--- config.mk ---
export PLATFORM = sky130hd
export DESIGN_NAME = sram_arbiter
export DESIGN_NICKNAME = d
export VERILOG_FILES = /design/src/rtl/sram_arb_pkg.sv /design/src/rtl/rr_pick2.sv /design/src/rtl/sram_arbiter.sv
export SDC_FILE = /design/constraint.sdc
export NUM_CORES = 1
export LEC_CHECK = 0
export ABC_AREA = 1
export BUFFER_PORTS_ARGS = -buffer_cell sky130_fd_sc_hd__buf_2
export CAP_MARGIN = 20
export CELL_PAD_IN_SITES_DETAIL_PLACEMENT = 1
export CELL_PAD_IN_SITES_GLOBAL_PLACEMENT = 2
export CORE_ASPECT_RATIO = 1.2
export CORE_MARGIN = 3
export CORE_UTILIZATION = 19
export DETAILED_ROUTE_END_ITERATION = 6
export PLACE_DENSITY_LB_ADDON = 0.05
export SYNTH_ARGS = -nofsm -noshare
export SYNTH_HDL_FRONTEND = slang
export SYNTH_SLANG_ARGS = --single-unit
--- constraint.sdc ---
create_clock -name clk -period 1.3 [get_ports clk]
set_input_delay 0.26 -clock clk [delete_from_list [all_inputs] [get_ports clk]]
set_output_delay 0.26 -clock clk [all_outputs]
set_load 0.01 [all_outputs]
--- src/rtl/sram_arb_pkg.sv ---
// Shared definitions for the two-port SRAM arbiter: FSM state encoding
// and the default access timeout.
package sram_arb_pkg;

   typedef enum logic [1:0] {
      IDLE   = 2'd0,
      ACCESS = 2'd1,
      RESP   = 2'd2
   } state_t;

   localparam int TMO_DEFAULT = 15;

endpackage

--- src/rtl/rr_pick2.sv ---
// Two-way round-robin winner selection. Purely combinational.
module rr_pick2 (
   input  logic [1:0] req,
   input  logic       last_grant,
   output logic       valid,
   output logic       winner
);

   // Sole requester wins; on contention the one not served last time wins
   always_comb begin
      valid  = |req;
      winner = 1'b0;
      case (req)
         2'b01:   winner = 1'b0;
         2'b10:   winner = 1'b1;
         2'b11:   winner = ~last_grant;
         default: winner = 1'b0;
      endcase
   end

endmodule

--- src/rtl/sram_arbiter.sv ---
// Arbitrates two requesters onto one SRAM controller port. Each access is
// IDLE -> ACCESS -> RESP; the controller must go busy (mem_ready low) within
// TMO ACCESS cycles, otherwise the access is ended with zero data and a
// sticky timeout flag.
module sram_arbiter
   import sram_arb_pkg::*;
#(
   parameter int ADDR_W  = 32,
   parameter int WDATA_W = 32,
   parameter int RDATA_W = 64,
   parameter int TMO     = TMO_DEFAULT
) (
   input  logic               clk,
   input  logic               rst,
   input  logic               rd_en0,
   input  logic               wr_en0,
   input  logic [ADDR_W-1:0]  addr0,
   input  logic [WDATA_W-1:0] wdata0,
   output logic [RDATA_W-1:0] rdata0,
   output logic               ready0,
   input  logic               rd_en1,
   input  logic               wr_en1,
   input  logic [ADDR_W-1:0]  addr1,
   input  logic [WDATA_W-1:0] wdata1,
   output logic [RDATA_W-1:0] rdata1,
   output logic               ready1,
   output logic               mem_read_en,
   output logic               mem_write_en,
   output logic [ADDR_W-1:0]  mem_address,
   output logic [WDATA_W-1:0] mem_write_data,
   input  logic [RDATA_W-1:0] mem_read_data,
   input  logic               mem_ready,
   output logic               grant,
   output logic               tmo_err
);

   localparam int CNT_W = $clog2(TMO + 1);

   state_t             state;
   logic               last_grant;
   logic               started;
   logic [CNT_W-1:0]   cnt;
   logic [RDATA_W-1:0] rdata_q;

   logic [1:0]         req;
   logic               pick_valid;
   logic               pick_winner;
   logic               sel_write;
   logic [ADDR_W-1:0]  sel_addr;
   logic [WDATA_W-1:0] sel_wdata;
   logic               done_ok;
   logic               done_tmo;

   rr_pick2 u_pick (
      .req        (req),
      .last_grant (last_grant),
      .valid      (pick_valid),
      .winner     (pick_winner)
   );

   // Requests per port and the winner's operation; read wins over write
   always_comb begin
      req = {rd_en1 | wr_en1, rd_en0 | wr_en0};
      if (pick_winner) begin
         sel_write = wr_en1 & ~rd_en1;
         sel_addr  = addr1;
         sel_wdata = wdata1;
      end else begin
         sel_write = wr_en0 & ~rd_en0;
         sel_addr  = addr0;
         sel_wdata = wdata0;
      end
   end

   // Access termination: normal completion after busy, or busy never seen
   always_comb begin
      done_ok  = (state == ACCESS) && started && mem_ready;
      done_tmo = (state == ACCESS) && !started && mem_ready &&
                 (cnt == CNT_W'(TMO - 1));
   end

   // Read data is presented only during the granted requester's ready pulse
   assign rdata0 = ready0 ? rdata_q : '0;
   assign rdata1 = ready1 ? rdata_q : '0;

   // Arbiter FSM with registered controller-side and requester-side outputs
   always_ff @(posedge clk) begin
      if (rst) begin
         state          <= IDLE;
         last_grant     <= 1'b1;
         grant          <= 1'b0;
         started        <= 1'b0;
         cnt            <= '0;
         rdata_q        <= '0;
         tmo_err        <= 1'b0;
         ready0         <= 1'b0;
         ready1         <= 1'b0;
         mem_read_en    <= 1'b0;
         mem_write_en   <= 1'b0;
         mem_address    <= '0;
         mem_write_data <= '0;
      end else begin
         ready0 <= 1'b0;
         ready1 <= 1'b0;
         case (state)
            IDLE: begin
               if (pick_valid) begin
                  state          <= ACCESS;
                  last_grant     <= pick_winner;
                  grant          <= pick_winner;
                  started        <= 1'b0;
                  cnt            <= '0;
                  mem_read_en    <= ~sel_write;
                  mem_write_en   <= sel_write;
                  mem_address    <= sel_addr;
                  mem_write_data <= sel_wdata;
               end
            end
            ACCESS: begin
               if (!started) begin
                  cnt <= cnt + 1'b1;
                  if (!mem_ready) started <= 1'b1;
               end
               if (done_ok || done_tmo) begin
                  state        <= RESP;
                  mem_read_en  <= 1'b0;
                  mem_write_en <= 1'b0;
                  rdata_q      <= done_ok ? mem_read_data : '0;
                  if (done_tmo) tmo_err <= 1'b1;
                  ready0       <= ~grant;
                  ready1       <= grant;
               end
            end
            RESP: begin
               state <= IDLE;
            end
            default: begin
               state <= IDLE;
            end
         endcase
      end
   end

endmodule

==> flow_summary.json <==
{
  "port_buffers": 396,
  "ff2ff_setup_slack_ps": -190,
  "critical-path-top-delay-family": "buffers and inverters",
  "worstSkewPairLatency_ps": 420,
  "drtIter0Drc": 193,
  "switching_share": 0.272,
  "fin_hold_ws_ps": 73.1,
  "finClkSkew_ps": 11.3,
  "ios": 397,
  "setup_tns_ps": -36300,
  "syn_nets": 1202,
  "hold_violations": 0,
  "drt-met1-wl_um": 13000,
  "internal_power_mw": 9.07,
  "fp.coreArea_um2": 33500,
  "combPwrFrac": 0.186,
  "path_class": "register to output port",
  "yosys.area.top_type": "dfxtp_1",
  "fp.dieW_um": 175,
  "clock_power_share": 0.429,
  "rows": 73,
  "start_util": 0.195,
  "start_kind": "register",
  "min_from": "addr0[21]",
  "netlist.area_leader.share": 0.435,
  "setup_violations": 201,
  "drc": 0,
  "synth.avg_cell_area_um2": 6.53,
  "antenna_found_initial": 9,
  "crit-reg2reg-capture": "rdata_q[42]$_SDFFE_PP0P_",
  "cts_tree": "done",
  "layout_min_cycle_time_ps": 1580,
  "fmax_ghz": 0.633,
  "globalRouteOverflowTotal": 0,
  "r2r_start": "cnt[0]$_SDFFE_PP0P_",
  "grt_pass1_wl_um": 48400,
  "postCtsHoldBufs": 0,
  "wl_um": 33500,
  "cp-end-kind": "output port",
  "die_h_um": 209,
  "gp_congestion": 0.725,
  "final_cells": 1904,
  "dr.pass1.iters": 4,
  "cpMaxStageDelayCell": "dfxtp_4",
  "via_per_inst": 4.24,
  "final_core_utilization": 0.364,
  "netSwitchingPower_mw": 3.40,
  "synth-async-reset-ratio": 0,
  "fin_nets": 1638,
  "root_buffer": "clkbuf_16",
  "grt_pass1_vias": 8412,
  "synth_common_cells": "nand2_1, inv_1, dfxtp_1, a21oi_1, nor2_1",
  "status": "finished, violations left",
  "hp-class": "input pin to register",
  "grt_max_degree": 56,
  "die_area_um2": 36700,
  "vias": 8070,
  "cts_max_level": 4,
  "max_stage_delay_ps": 400,
  "critPathMaxFanout": 5,
  "yosysUniqueCellTypes": 20,
  "yosysMostFrequentCell": "nand2_1",
  "whs_path_depth": 3,
  "synth_ff_type": "dfxtp_1",
  "gr-usage-all-layers": 0.169,
  "wl_met3_um": 2490,
  "power.density_nw_per_um2": 1020,
  "synth_area_um2": 6540,
  "layout-area-overhead-vs-synth_pct": 86.9,
  "drive_gt1_frac": 0.522,
  "fin_crit_sh": 1.22,
  "met2_wirelength_um": 17600,
  "worst_slack_ps": -280,
  "synth_edf_count": 0,
  "worstRegToRegCells": 11,
  "routedWlPerCell_um": 17.6,
  "cts.path.max_buffers": 2,
  "critPathRequiredTime_ps": 1040,
  "cts.clk_slew.worst_paths_ps": 70,
  "drv_slew": 0,
  "vdd_drop_max_mv": 0.578,
  "cp_data_arrival_time_ps": 1320,
  "critical_path.cell_chain": "buf_12 -> clkbuf_16 -> nand2_2 -> inv_2 -> buf_6",
  "ant_nets": 0,
  "cts_sinks": 142,
  "violations": "setup timing",
  "dpl.hpwl_um": 21600,
  "top_layer": "met5",
  "synth_area_leaders": "dfxtp_1, nand2_1, inv_1",
  "worst_slew_pin_slew_ps": 437,
  "worst-path-buf-inv": 4,
  "yosysWarnings": 0,
  "placedCellCount": 1826,
  "rsz0062_at_grt": "true",
  "ys_ff_latch": 142,
  "cts_buffers": 17,
  "post-place-ws_ps": -102,
  "min_to": "mem_address[21]$_SDFFE_PP0P_",
  "maxSlewHeadroom": 0.709,
  "drv_cap": 0,
  "p_leak_nw": 6.40,
  "ys_seq_area_frac": 0.435,
  "synthCells": 1001,
  "power_frac_seq": 0.385
}
-- final cells by class --
type / instances / area, um2
Clock inverter: 10 / 161
Timing Repair inverter: 1 / 20.0
Fill cell: 4119 / 21300
Clock buffer: 21 / 470
Timing Repair Buffer: 484 / 3720
Multi-Input combinational cell: 639 / 3810
Tap cell: 450 / 563
Inverter: 152 / 593
Antenna cell: 5 / 12.5
Sequential cell: 142 / 2860
-- placed cells by master (no fill, tap or decap), types with 4 or more instances in the layout --
cell type | Yosys | routed
nand4_1 | 4 | 4
nand2_4 | 0 | 74
a21oi_1 | 74 | 17
bufinv_16 | 0 | 4
clkbuf_16 | 0 | 26
nand2_1 | 283 | 200
dfxtp_2 | 0 | 4
nand2_2 | 4 | 13
buf_4 | 0 | 27
buf_2 | 24 | 350
o21ai_1 | 58 | 70
inv_2 | 3 | 33
a21oi_2 | 0 | 57
inv_1 | 149 | 116
o21ai_2 | 0 | 44
nor2_2 | 0 | 4
buf_16 | 0 | 8
diode_2 | 0 | 5
buf_6 | 6 | 55
nor2_1 | 74 | 69
buf_12 | 0 | 32
o21ai_0 | 66 | 7
dfxtp_1 | 142 | 135
nand3_1 | 69 | 69
-- repair_timing --
| item | 4_1_cts | 5_1_grt |
|---|---|---|
| gates cloned | 17 | 10 |
| endpoints found under the setup margin | 252 | 270 |
| buffers inserted | 15 | 9 |
| pin swaps | 8 | 75 |
| resized for setup | 103 | 369 |
-- through the flow --
stage	power, mW	instance area (um2)
after floorplan	5.65	6560
after global placement	6.73	9370
after detailed placement	6.74	9370
after CTS	12.4	10900
after global routing	13.1	12200
final	12.5	12200
-- routing by layer --
layer  vias to the layer above  track usage
met4                         8       0.0366
met5                         -            0
met3                        28       0.0594
li1                       3993            -
met1                      3803        0.191
met2                       238        0.307
-- logic make-up after synthesis --
group                      count (synthesis)  share of synthesized area
and+or+nand+nor                          436                      0.268
adders and majority gates                  2                    0.00383
buffers and inverters                    220                      0.138
AOI/OAI and AO/OA                        201                      0.155
DFF                                      142                      0.435
-- flip-flops by register name, indices dropped and copies added (netlist names) --
register        count
mem_write_data     32
rdata_q            64
grant               1
state               2
ready1              1
started             1
tmo_err             1
mem_read_en         1
ready0              1
mem_write_en        1
mem_address        32
cnt                 4
last_grant          1
-- power groups by stage --
stage	Combinational, mW	Clock [mW]	Sequential (mW)
2_1_floorplan	0.668	0	4.98
3_3_place_gp	1.86	0	4.87
3_5_place_dp	1.85	0	4.88
4_1_cts	2.08	5.58	4.79
5_1_grt	2.55	5.73	4.84
6_report	2.32	5.35	4.80
-- worst min-delay path, delay by kind of cell --
| kind | cells | cell delay (ps) |
|---|---|---|
| buffers and inverters | 1 | 70 |
| AND/OR/NAND/NOR | 1 | 30 |
| AO/OA/AOI/OAI | 1 | 90 |
-- worst max-delay path by stage --
stage	from	to	slack, ps	cells after the start
final	ready1$_SDFF_PP0_	rdata1[46]	-280	5
after global routing	ready0$_SDFF_PP0_	rdata0[27]	-360	4
after CTS	ready0$_SDFF_PP0_	rdata0[48]	-320	4
after detailed placement	state[0]$_SDFFE_PP0P_	mem_write_data[1]$_SDFFE_PP0P_	-100	6
after global placement	wr_en1	mem_write_data[31]$_SDFFE_PP0P_	-60	8
after floorplan	ready1$_SDFF_PP0_	rdata1[10]	-40	4
(Power assumes the default switching activity.)
